===== src/rtl/pip_skid_reg.sv =====
// pip_skid_reg: registered 2-entry skid pipeline stage with valid/ready handshake and flush
// Ports: clk, reset (sync, active-high), flush (sync squash),
//        in_valid/in_ready/in_data (upstream), out_valid/out_ready/out_data (downstream),
//        occupancy (held beats, 0..2). All outputs decode directly from registers.
module pip_skid_reg #(
  parameter int WIDTH = 32,
  parameter logic [WIDTH-1:0] BUBBLE = '0
) (
  input  logic             clk,
  input  logic             reset,
  input  logic             flush,
  input  logic             in_valid,
  output logic             in_ready,
  input  logic [WIDTH-1:0] in_data,
  output logic             out_valid,
  input  logic             out_ready,
  output logic [WIDTH-1:0] out_data,
  output logic [1:0]       occupancy
);
  // Encoding equals the beat count, so occupancy is the state register itself.
  typedef enum logic [1:0] {EMPTY = 2'd0, ONE = 2'd1, TWO = 2'd2} state_t;
  state_t           r_state = EMPTY;
  state_t           w_state;
  logic [WIDTH-1:0] r_main = BUBBLE;
  logic [WIDTH-1:0] r_skid = BUBBLE;
  logic [WIDTH-1:0] w_main, w_skid;
  logic             w_acc, w_dq;
  assign in_ready  = r_state != TWO;
  assign out_valid = r_state != EMPTY;
  assign occupancy = r_state;
  assign out_data  = r_main;
  assign w_acc     = in_valid & in_ready;
  assign w_dq      = out_valid & out_ready;
  always_comb begin
    w_state = r_state;
    w_main  = r_main;
    w_skid  = r_skid;
    if (reset) begin
      w_state = EMPTY;
      w_main  = BUBBLE;
      w_skid  = BUBBLE;
    end else if (flush) begin
      // Skid content is left stale; it is unreachable until overwritten in ONE.
      w_state = EMPTY;
      w_main  = BUBBLE;
    end else begin
      case (r_state)
        EMPTY: if (w_acc) begin
          w_state = ONE;
          w_main  = in_data;
        end
        ONE: if (w_acc & w_dq) w_main = in_data;
        else if (w_acc) begin
          w_state = TWO;
          w_skid  = in_data;
        end else if (w_dq) begin
          w_state = EMPTY;
          w_main  = BUBBLE;
        end
        TWO: if (w_dq) begin
          w_state = ONE;
          w_main  = r_skid;
        end
        default: begin
          w_state = EMPTY;
          w_main  = BUBBLE;
        end
      endcase
    end
  end
  always_ff @(posedge clk) begin
    r_state <= w_state;
    r_main  <= w_main;
    r_skid  <= w_skid;
  end
endmodule


===== config.mk =====
export PLATFORM = sky130hd
export DESIGN_NAME = pip_skid_reg
export DESIGN_NICKNAME = d
export VERILOG_FILES = /design/src/rtl/pip_skid_reg.sv
export SDC_FILE = /design/constraint.sdc
export NUM_CORES = 1
export LEC_CHECK = 0
export ABC_AREA = 0
export CAP_MARGIN = 20
export CORE_UTILIZATION = 48
export CTS_CLUSTER_SIZE = 24
export DETAILED_ROUTE_END_ITERATION = 7
export PLACE_DENSITY = 0.74
export SLEW_MARGIN = 15
export SYNTH_ARGS = -nofsm -noshare
export SYNTH_HDL_FRONTEND = slang
export SYNTH_SLANG_ARGS = --single-unit

===== constraint.sdc =====
create_clock -name clk -period 1.45 [get_ports clk]
set_input_delay 0.29 -clock clk [delete_from_list [all_inputs] [get_ports clk]]
set_output_delay 0.29 -clock clk [all_outputs]
set_load 0.02 [all_outputs]

Word-level counts from Yosys, hierarchy flattened:

Index checks and enable logic that the tools add are counted.

* register bits after elaboration: 66
* bits of input ports: 37
* output and inout bits: 36
* logic and storage cells: 35

* eq/ne operators: 9
* mux-type cells: 12
* bitwise logic cells: 5
* reduce and logical (&&, ||, !) cells: 6

Operator list (count)
* $mux W32: 5
* $pmux W32 S3: 1
* $reduce_and A4 Y1: 3
* $mux W2: 5
* $ne A3 B3 Y1 const B: 3
* $ne A2 B2 Y1 const B: 4
* $pmux W2 S3: 1
* $and A1 B1 Y1: 3
* $eq A2 B1 Y1 const B: 1
* $eq A2 B2 Y1 const B: 1
* $logic_not A2 Y1: 1
* $not A1 Y1: 2
* $reduce_bool A2 Y1: 1
* $reduce_or A2 Y1: 1

Depth between registers and ports, before layout:

Gate-level depths: netlist of run 1.

* depth after elaboration: 6
* gate-level depth with buffers: 6
* depth with buffers taken out: 3

Worst setup path after synthesis of run 1:

OpenSTA, ideal clock, no wires.

* path type: register to register
* start: register r_state[1] (netlist: occupancy[1])
* end: register r_main[10] (netlist: out_data[10])
* setup time: 0.074 ns
* arrival time: 1.323 ns
* data required time: 1.376 ns
* path slack: 0.052 ns
* stages on the path, launching flop included: 5
* buffers on the path: 1
* period minus slack after synthesis: 1.398 ns
* path through: dfxtp_1 mux2i_2 buf_2 nand3b_1 a31oi_1

* word-level cells in the longest chain between the ends: 5
* elaborated cells on any way between the ends: 15
* those cells by class: eq/ne: 7; mux: 2; bitwise: 3; reduce/logical: 3

RTL lines
* start: declaration: line 22 `state_t r_state = EMPTY;`
* start signal: assignment: line 72 `r_state <= w_state;`
* $ne A2 B2 Y1 / $reduce_bool A2 Y1 (equally long branches): line 28, 29
* $and A1 B1 Y1, on equally long branches: line 32, 33
* $and A1 B1 Y1: line 52 `ONE: if (w_acc & w_dq) w_main = in_data;`
* $ne A3 B3 Y1 (no line) / $mux W32 (equally long branches)
* $reduce_and A4 Y1 (no line) / $pmux W32 S3 (equally long branches)
* end signal: assignment: line 73 `r_main <= w_main;`
* end: declaration: line 24 `logic [WIDTH-1:0] r_main = BUBBLE;`

Several ways; a longest one is shown, not always the timed one.
A chain may end at the register's enable or synchronous reset.

Worst setup path after layout of run 1:

* start: register r_state[0] (netlist: occupancy[0])
* end: register r_skid[27]

* word-level cells in the longest chain between the ends: 5
* elaborated cells on any way between the ends: 8
* those cells by class: eq/ne: 2; bitwise: 4; reduce/logical: 2

RTL lines
* $ne A2 B2 Y1 / $reduce_bool A2 Y1 (equally long branches): line 28, 29
* $and A1 B1 Y1, on equally long branches: line 32, 33
* $and A1 B1 Y1: line 52
* $not A1 Y1 (no line)
* $reduce_and A4 Y1 (no line) *
* end signal: assignment: line 74 `r_skid <= w_skid;`
* end: declaration: line 25 `logic [WIDTH-1:0] r_skid = BUBBLE;`

Every way passes the cells marked *; elsewhere a longest branch is shown, timed or not.

==> flow_metrics.env, run 1 <==
export IMPL_setup_violations_final=40
export IMPL_clk_path_buf_depth=2
export IMPL_yosysTopAreaCellShare_pct=41.4
export IMPL_crit_type="reg -> reg"
export IMPL_diodes=0
export IMPL_register_area_um2=1330
export IMPL_fin_crit_sh_pct=109
export IMPL_path_clk_slew_ps=80
export IMPL_synth_nets=412
export IMPL_maxCapViolations=0
export IMPL_drt_initial_drc_count=386
export IMPL_synthAdderAreaFrac_pct=0
export IMPL_vias=3669
export IMPL_worstPathRequired_ps=1730
export IMPL_holdWs_ps=467
export IMPL_initial_core_util_pct=50.0
export IMPL_power_density_nw_per_um2=866
export IMPL_final_cell_mix="dfxtp_1 (64), nand3b_1 (40), clkdlybuf4s50_1 (35)"
export IMPL_report_final_hold_viol_count=0
export IMPL_p_leak_nw=1.72
export IMPL_post_place_ws_ps=-313
export IMPL_fillerInstances=434
export IMPL_cp_end_kind="register"
export IMPL_cts_sinks=66
export IMPL_pin_count=73
export IMPL_grtUsageTotal_pct=29.9
export IMPL_synth_edf_count=0
export IMPL_ys_top_cells_by_area="dfxtp_1 (41%), nand3b_1 (9.4%), a32oi_1 (7.4%), nand3_1 (6.4%), a31oi_1 (6.3%)"
export IMPL_wirelength_um=11800
export IMPL_max_vdd_ir_drop_uv=829
export IMPL_wl_met2_um=5630
export IMPL_synth_flop_cell="dfxtp_1"
export IMPL_fin_crit_ps=1580
export IMPL_grt_pass1_wl_um=16600
export IMPL_antenna_found_initial=0
export IMPL_synth_top_family_by_area="compound AO/OA/AOI/OAI gates"
export IMPL_dpl_hpwl_um=5920
export IMPL_multi_input_area_um2=1920
export IMPL_clk_latency_ps=360
export IMPL_die_width_um=83.6
export IMPL_cts_root_buffer="clkbuf_8"
export IMPL_layout_nets=502
export IMPL_drt_wirelength_per_cell_um=21.6
export IMPL_synth_xor_area_share_pct=0
export IMPL_dieArea_um2=6980
export IMPL_synth_warnings=0
export IMPL_slowest_delay_ps=420
export IMPL_crit_chain="buf_6 -> nor3b_4 -> buf_6 -> buf_12 -> buf_12 -> nand3_4 -> a21oi_2"
export IMPL_clock_skew_ps=14.9
export IMPL_wl_met3_um=1050
export IMPL_critPathLaunchType="register"
export IMPL_drc=0
export IMPL_maxSlewViolCount=0
export IMPL_cts_tree="yes"
export IMPL_rows=29
export IMPL_synth_area_per_cell_um2=8.52
export IMPL_synthMuxAreaShare_pct=0.431
export IMPL_grt_pass1_vias=3374
export IMPL_final_common_cell="dfxtp_1"
export IMPL_worst_slew_pin_slew_ps=301
export IMPL_slowest_stage="dfxtp_4"
export IMPL_grt_overflow=0
export IMPL_slew_headroom_pct=79.5
export IMPL_htreeDepth=3
export IMPL_synth_seq_cells=66
export IMPL_synthArstFlopShare_pct=0
export IMPL_cp_data_arrival_time_ps=1860
export IMPL_top_layer="met4"
export IMPL_fp_dieH_um=83.6
export IMPL_max_freq_mhz=633
export IMPL_synth_compound_area_share_pct=27.2
export IMPL_hold_class="reg -> reg"
export IMPL_setup_slack_ps=-130
export IMPL_drt_pass1_iterations=6
export IMPL_drive_gt1_share_pct=27.2
export IMPL_syn_inst=375
export IMPL_synth_top_area_cell="dfxtp_1"
export IMPL_vias_per_cell=6.71
export IMPL_numCtsBuffers=9
export IMPL_synth_simple_gate_area_share_pct=22.5
export IMPL_gp_congestion=0.770
export IMPL_area_delta_synth_final_pct=52.9
export IMPL_core_um2=6390
export IMPL_rsz0062_at_grt="yes"
export IMPL_yosysUniqueCellTypes=27
export IMPL_ys_seq_area_share_pct=41.4
export IMPL_outcome="finished with violations"
export IMPL_grt_max_degree=33
export IMPL_syn_area_um2=3190
export IMPL_io_buffer_count=72
export IMPL_r2r_slack_ps=-130
export IMPL_worstPathMaxFanout=12
export IMPL_met1_length_um=4680
export IMPL_violations="setup timing"
export IMPL_antenna_left=0
worst paths after layout:
kind                               endpoint                       from  cells past startpoint
setup reg to reg    r_skid[27]$_SDFFE_PP0P_  occupancy[0]$_SDFFE_PP0P_                      7
hold / removal    out_data[21]$_SDFFE_PP0P_    r_skid[21]$_SDFFE_PP0P_                      2
setup / recovery    r_skid[27]$_SDFFE_PP0P_  occupancy[0]$_SDFFE_PP0P_                      7
hold reg to reg   out_data[21]$_SDFFE_PP0P_    r_skid[21]$_SDFFE_PP0P_                      2
worst max-delay path: cells and delay by family, from the launching register on:
family          cells  cell delay, ps
flops               1             420
compound gates      1             180
simple gates        2             320
buf+inv             4             600
kinds of logic (layout without fill, tap and decap cells):
| kind of cell | after synthesis | after routing |
|---|---|---|
| buffers and inverters | 46 | 141 |
| AOI/OAI and AO/OA | 137 | 137 |
| DFF | 66 | 66 |
| muxes | 1 | 1 |
| and+or+nand+nor | 125 | 125 |
sequential cells by signal, summed over array words and instances, names as in the netlist:
name,flops
occupancy,2
out_data,32
r_skid,32
synthesized netlist by cell type, drive strengths merged, types with 3 or more instances:
master and instances:
dfxtp 66, nand3 41, nand3b 40, a21oi 33
a31oi 32, buf 32, o21ai 32, nand2 30
a32oi 27, clkbuf 14, a21o 9, nand2b 3
stage by stage:
step / cells / setup TNS (ps) / total power [mW] / util, % / cell area, µm²
after CTS: 542 / -1460 / 4.13 / 71.2 / 4550
after global routing: 547 / -4610 / 4.37 / 76.5 / 4880
final: 547 / -2150 / 4.23 / 76.5 / 4880
after detailed placement: 515 / -17560 / 2.52 / 64.4 / 4110
after global placement: 515 / -15930 / 2.52 / 64.4 / 4110
after floorplan: 375 / 0 / 2.22 / - / 3190
metal layers:
layer,vias up,GRT usage (%)
met2,259,47.3
met3,53,7.91
met5,-,0
met1,1759,38.2
li1,1598,-
met4,0,13.3
area by class of cell:
type,count,share of cell area (%)
Multi-Input combinational cell,263,39.3
Timing Repair Buffer,125,27.4
Sequential cell,66,27.2
Clock buffer,10,2.82
Tap cell,77,1.97
Clock inverter,6,1.36
power breakdown:
group	internal, mW	total, mW	switching (mW)	leakage [nW]
Clock	0.840	1.63	0.786	0.0945
Combinational	0.334	0.716	0.382	1.09
Sequential	1.85	1.89	0.0367	0.536
Total	3.03	4.23	1.20	1.72
repair_timing:
action	in CTS	in global routing
resized for setup	63	82
endpoints found under the setup margin	100	67
gates cloned	5	5
hold buffers	0	0
pin swaps	24	21
buffers inserted	6	3
Note: power is estimated with default switching activity, not from simulation.
==> run 2: changes to the inputs <==
--- a/config.mk
+++ b/config.mk
@@ -7,10 +7,12 @@
 export LEC_CHECK = 0
 export ABC_AREA = 0
 export CAP_MARGIN = 20
-export CORE_UTILIZATION = 48
+export CELL_PAD_IN_SITES_DETAIL_PLACEMENT = 0
+export CELL_PAD_IN_SITES_GLOBAL_PLACEMENT = 1
+export CORE_UTILIZATION = 37
 export CTS_CLUSTER_SIZE = 24
 export DETAILED_ROUTE_END_ITERATION = 7
-export PLACE_DENSITY = 0.74
+export PLACE_DENSITY = 0.77
 export SLEW_MARGIN = 15
 export SYNTH_ARGS = -nofsm -noshare
 export SYNTH_HDL_FRONTEND = slang
==> run 2 against run 1 <==
  * The run still ends with setup timing left
  * Worst hold slack lost 3.5 ps
  * Clock power rose by 8%
  * Sequential power is essentially flat
  * Sequential share of layout area rose by 2.7 points
  * Final area fell by 9.1%
  * Sequential cell count stayed put
  * Combinational power decreased by 14%
  * Routed wire length is 18% lower
  * Non-clock buffer count is 15 lower
  * Highest routed layer unchanged
==> flow_metrics.env, run 2 (synthesis results as in run 1) <==
export IMPL_critPathLaunchType="register"
export IMPL_drive_gt1_share_pct=15.8
export IMPL_drt_wirelength_per_cell_um=17.3
export IMPL_dpl_hpwl_um=6130
export IMPL_wirelength_um=9680
export IMPL_path_clk_slew_ps=80
export IMPL_switchingPower_mw=1.09
export IMPL_maxCapViolations=0
export IMPL_die_width_um=94.9
export IMPL_dieArea_um2=9010
export IMPL_slowest_stage="or3b_4"
export IMPL_fin_crit_sh_pct=100
export IMPL_grt_overflow=0
export IMPL_rows=33
export IMPL_worst_slew_pin_slew_ps=315
export IMPL_p_sw_share_pct=25.7
export IMPL_antenna_found_initial=0
export IMPL_path_buf_inv=2
export IMPL_htreeDepth=3
export IMPL_crit_type="reg -> reg"
export IMPL_pin_count=73
export IMPL_slowest_delay_ps=400
export IMPL_max_freq_mhz=689
export IMPL_worst_r2r_cell_count=5
export IMPL_vias_per_cell=5.78
export IMPL_setup_violations_final=1
export IMPL_p_leak_nw=1.58
export IMPL_setup_slack_ps=-0.827
export IMPL_p_seq_share_pct=44.2
export IMPL_fin_crit_ps=1450
export IMPL_io_buffer_count=72
export IMPL_p_comb_share_pct=14.4
export IMPL_drc=0
export IMPL_maxSlewViolCount=0
export IMPL_drt_pass1_iterations=5
export IMPL_vias=3235
export IMPL_fin_util_pct=53.5
export IMPL_initial_core_util_pct=38.5
export IMPL_report_final_hold_viol_count=0
export IMPL_total_power_mw=4.26
export IMPL_antenna_left=0
export IMPL_worstPathMaxFanout=32
export IMPL_violations="setup timing"
export IMPL_diodes=0
export IMPL_grt_pass1_wl_um=15800
export IMPL_final_cell_mix="dfxtp_1 (64), nand3_1 (41), nand3b_1 (40)"
export IMPL_clock_skew_ps=9.52
export IMPL_gp_congestion=0.730
export IMPL_hold_class="reg -> reg"
export IMPL_slew_headroom_pct=79.0
export IMPL_crit_chain="buf_12 -> or3b_4 -> buf_12 -> o21ai_1 -> a21oi_1"
export IMPL_grt_max_degree=33
export IMPL_pwr_share_clk_pct=41.4
export IMPL_cp_end_kind="register"
export IMPL_core_um2=8300
export IMPL_fp_dieH_um=94.9
export IMPL_post_place_ws_ps=-344
export IMPL_final_common_cell="dfxtp_1"
export IMPL_drt_initial_drc_count=162
export IMPL_clk_latency_ps=350
export IMPL_cts_root_buffer="clkbuf_8"
export IMPL_rsz0062_at_grt="yes"
export IMPL_cp_num_cells=5
export IMPL_max_vdd_ir_drop_uv=938
export IMPL_outcome="finished with violations"
export IMPL_fillerInstances=777
export IMPL_worstPathRequired_ps=1680
export IMPL_area_delta_synth_final_pct=39.0
export IMPL_clk_path_buf_depth=2
export IMPL_holdWs_ps=464
export IMPL_layout_nets=487
export IMPL_cp_top_family="simple AND/OR/NAND/NOR gates"
export IMPL_power_internal_mw=3.16
export IMPL_cts_tree="yes"
export IMPL_whs_path_depth=2
export IMPL_numCtsBuffers=9
export IMPL_crit_top_cell="buf_12"
export IMPL_grtUsageTotal_pct=22.9
export IMPL_power_density_nw_per_um2=959
export IMPL_cts_sinks=66
export IMPL_cp_data_arrival_time_ps=1680
export IMPL_grt_pass1_vias=3192
==> run 2: changes by cell type in the layout (fill, tap and decap cells not counted), moves of 4 or more <==
cell / previous run / this run
a21oi_1: 21 / 33
a21oi_2: 12 / 0
buf_6: 15 / 4
buf_8: 4 / 0
nand2_1: 26 / 30
nand3_1: 28 / 41
nand3_2: 5 / 0
nand3_4: 8 / 0
o21ai_1: 21 / 26
o21ai_2: 10 / 6
==> run 2: timing repair <==
| action | in CTS | in global routing |
|---|---|---|
| hold buffers | 0 | 0 |
| cloned | 2 | 0 |
| gates resized for setup | 55 | 10 |
| pin swaps | 2 | 1 |
| setup buffers | 2 | 1 |
| hold endpoints to repair | 0 | 0 |
| setup endpoints to repair | 95 | 48 |
==> run 2: power groups by stage <==
| stage | registers, mW | logic [mW] | clock network, mW |
|---|---|---|---|
| final | 1.88 | 0.613 | 1.76 |
| after global routing | 1.89 | 0.654 | 1.86 |
| after global placement | 1.92 | 0.599 | 0 |
| after CTS | 1.88 | 0.608 | 1.80 |
| after floorplan | 1.96 | 0.263 | 0 |
| after detailed placement | 1.93 | 0.604 | 0 |
==> run 2: routing by layer <==
| metal | GRT usage [%] | share of wire, % |
|---|---|---|
| met1 | 28.4 | 44 |
| met4 | 5.93 | 1.1 |
| met3 | 5.64 | 5.8 |
| met5 | 0 | 0 |
| met2 | 39.4 | 49 |
==> run 2: final cells by class <==
type | count | area (µm²) | area share, %
multi-input cells | 263 | 1650 | 37.1
repair buffers | 110 | 1110 | 24.9
clock inverters | 6 | 88.8 | 2.00
well taps | 105 | 131 | 2.96
flip-flops and latches | 66 | 1330 | 29.9
clock buffers | 10 | 138 | 3.10
==> run 2: metrics by stage <==
stage	cell area, µm²	instances	setup TNS, ps
2_1_floorplan	3190	375	0
3_3_place_gp	4130	539	-18170
3_5_place_dp	4130	539	-19290
4_1_cts	4410	559	0
5_1_grt	4440	560	-613
6_report	4440	560	-0.827
==> run 2: path summary, 6_finish.rpt <==
kind | from | endpoint | slack, ps
setup / recovery | occupancy[1]$_SDFFE_PP0P_ | r_skid[16]$_SDFFE_PP0P_ | -0.8
hold / removal | r_skid[20]$_SDFFE_PP0P_ | r_skid[20]$_SDFFE_PP0P_ | 460
setup reg to reg | occupancy[1]$_SDFFE_PP0P_ | r_skid[16]$_SDFFE_PP0P_ | -0.8
hold reg to reg | r_skid[20]$_SDFFE_PP0P_ | r_skid[20]$_SDFFE_PP0P_ | 460
==> run 2: worst register-to-register path, cell delays in order (launching register included) <==
cell and delay [ps]:
dfxtp_2 340, buf_12 150, or3b_4 410, buf_12 180
o21ai_1 180, a21oi_1 80
==> run 3: changes to the inputs <==
--- a/config.mk
+++ b/config.mk
@@ -9,10 +9,11 @@
 export CAP_MARGIN = 20
 export CELL_PAD_IN_SITES_DETAIL_PLACEMENT = 0
 export CELL_PAD_IN_SITES_GLOBAL_PLACEMENT = 1
-export CORE_UTILIZATION = 37
+export CORE_UTILIZATION = 46
 export CTS_CLUSTER_SIZE = 24
 export DETAILED_ROUTE_END_ITERATION = 7
-export PLACE_DENSITY = 0.77
+export DONT_BUFFER_PORTS = 1
+export PLACE_DENSITY = 0.75
 export SLEW_MARGIN = 15
 export SYNTH_ARGS = -nofsm -noshare
 export SYNTH_HDL_FRONTEND = slang
==> run 3 against run 2 <==
  * The run still ends with setup timing left
  * Clock power fell by 24%
  * Largest cell class unchanged
  * Critical endpoint is now out_valid
  * Highest routed layer unchanged
  * Die area down 19%
  * Clock skew fell by 4.4 ps
  * Worst hold slack got worse by 450 ps
==> flow_metrics.env, run 3 (synthesis results as in run 1) <==
export IMPL_p_leak_nw=1.18
export IMPL_cp_top_family="flip-flops"
export IMPL_hold_class="in -> reg"
export IMPL_clock_skew_ps=5.13
export IMPL_drt_wirelength_per_cell_um=20.2
export IMPL_slowest_delay_ps=360
export IMPL_die_width_um=85.3
export IMPL_grt_max_degree=35
export IMPL_max_freq_mhz=668
export IMPL_htreeDepth=3
export IMPL_grt_overflow=0
export IMPL_power_density_nw_per_um2=978
export IMPL_pin_count=73
export IMPL_max_vdd_ir_drop_uv=665
export IMPL_fin_crit_sh_pct=103
export IMPL_maxSlewViolCount=0
export IMPL_dieArea_um2=7280
export IMPL_rows=30
export IMPL_fin_util_pct=55.4
export IMPL_grtUsageTotal_pct=25.5
export IMPL_io_buffer_count=0
export IMPL_crit_chain="buf_12 -> or2_4 -> buf_6"
export IMPL_fillerInstances=639
export IMPL_final_cell_mix="dfxtp_1 (64), nand3_1 (41), nand3b_1 (40)"
export IMPL_dpl_hpwl_um=5350
export IMPL_wirelength_um=9400
export IMPL_cp_end_kind="primary output"
export IMPL_slowest_stage="dfxtp_4"
export IMPL_antenna_found_initial=0
export IMPL_antenna_left=0
export IMPL_fin_crit_ps=1500
export IMPL_drive_gt1_share_pct=18.7
export IMPL_outcome="finished with violations"
export IMPL_critPathLaunchType="register"
export IMPL_violations="setup timing"
export IMPL_slew_headroom_pct=78.8
export IMPL_maxCapViolations=0
export IMPL_cts_root_buffer="clkbuf_8"
export IMPL_path_clk_slew_ps=70
export IMPL_vias_per_cell=6.35
export IMPL_cts_tree="yes"
export IMPL_path_buf_inv=2
export IMPL_initial_core_util_pct=47.3
export IMPL_vias=2959
export IMPL_numCtsBuffers=9
export IMPL_diodes=0
export IMPL_grt_pass1_vias=2847
export IMPL_drc=0
export IMPL_gp_congestion=0.753
export IMPL_final_common_cell="dfxtp_1"
export IMPL_cts_sinks=66
export IMPL_report_final_hold_viol_count=0
export IMPL_worstPathRequired_ps=1160
export IMPL_drt_pass1_iterations=4
export IMPL_core_um2=6760
export IMPL_setup_slack_ps=-46.7
export IMPL_cp_data_arrival_time_ps=1210
export IMPL_fp_dieH_um=85.3
export IMPL_grt_pass1_wl_um=14500
export IMPL_clk_latency_ps=340
export IMPL_area_delta_synth_final_pct=17.2
export IMPL_clk_path_buf_depth=2
export IMPL_setup_violations_final=1
export IMPL_layout_nets=420
export IMPL_worstPathMaxFanout=5
export IMPL_drt_initial_drc_count=134
export IMPL_holdWs_ps=16.4
export IMPL_worst_slew_pin_slew_ps=317
export IMPL_crit_type="reg -> out"
export IMPL_rsz0062_at_grt="yes"
## run 3: cell types whose count changed in the layout (fill, tap and decap cells not counted), moves of 3 or more
| cell | delta |
|---|---|
| buf_6 | +4 |
| dlygate4sd3_1 | +4 |
| clkinv_2 | +3 |
| dlygate4sd2_1 | -33 |
| buf_4 | -4 |
| clkdlybuf4s50_1 | -34 |
## run 3: worst paths after layout
kind	start	to	slack, ps	cells after the start
worst max register to register	occupancy[0]$_SDFFE_PP0P_	out_data[3]$_SDFFE_PP0P_	0	6
worst max-delay path	occupancy[0]$_SDFFE_PP0P_	out_valid	-50	3
worst min register to register	r_skid[14]$_SDFFE_PP0P_	r_skid[14]$_SDFFE_PP0P_	460	2
worst min-delay path	reset	r_skid[16]$_SDFFE_PP0P_	20	1
## run 3: area by class of cell
class	count	area (µm²)	area share, %
flip-flops and latches	66	1330	35.5
clock buffers	10	138	3.68
multi-input cells	263	1680	44.8
repair buffers	43	480	12.8
clock inverters	4	20.0	0.535
well taps	80	100	2.67
## run 3: stage by stage
stage / cells / power [mW] / setup TNS [ps] / worst slack [ps] / area (µm²)
5_1_grt: 466 / 3.80 / -1310 / -73.5 / 3740
4_1_cts: 459 / 3.64 / -91.4 / -50.4 / 3600
3_3_place_gp: 437 / 2.28 / 0 / 34.8 / 3290
2_1_floorplan: 375 / 2.22 / 0 / 52.4 / 3190
3_5_place_dp: 437 / 2.29 / 0 / 7.66 / 3290
6_report: 466 / 3.66 / -46.7 / -46.7 / 3740
## run 3: report_power, final
part | total, mW | switching, mW | internal, mW
clock | 1.33 | 0.694 | 0.636
sequential | 1.92 | 0.0698 | 1.85
combinational | 0.409 | 0.214 | 0.196
## run 3: layer usage
metal / part of all wire, % / track usage (%) / vias to the layer above
li1: - / - / 1424
met1: 45 / 33.9 / 1435
met2: 47 / 40.2 / 90
met3: 6.2 / 6.32 / 10
met4: 1.4 / 9.39 / 0
met5: 0 / 0 / -
## run 3: repair_timing
action / 4_1_cts / 5_1_grt
pin swaps: 1 / 2
gates resized for setup: 14 / 22
endpoints found under the hold margin: 1 / 5
hold buffers: 1 / 3
endpoints found under the setup margin: 6 / 55
setup buffers: 5 / 2
cloned: 2 / 2
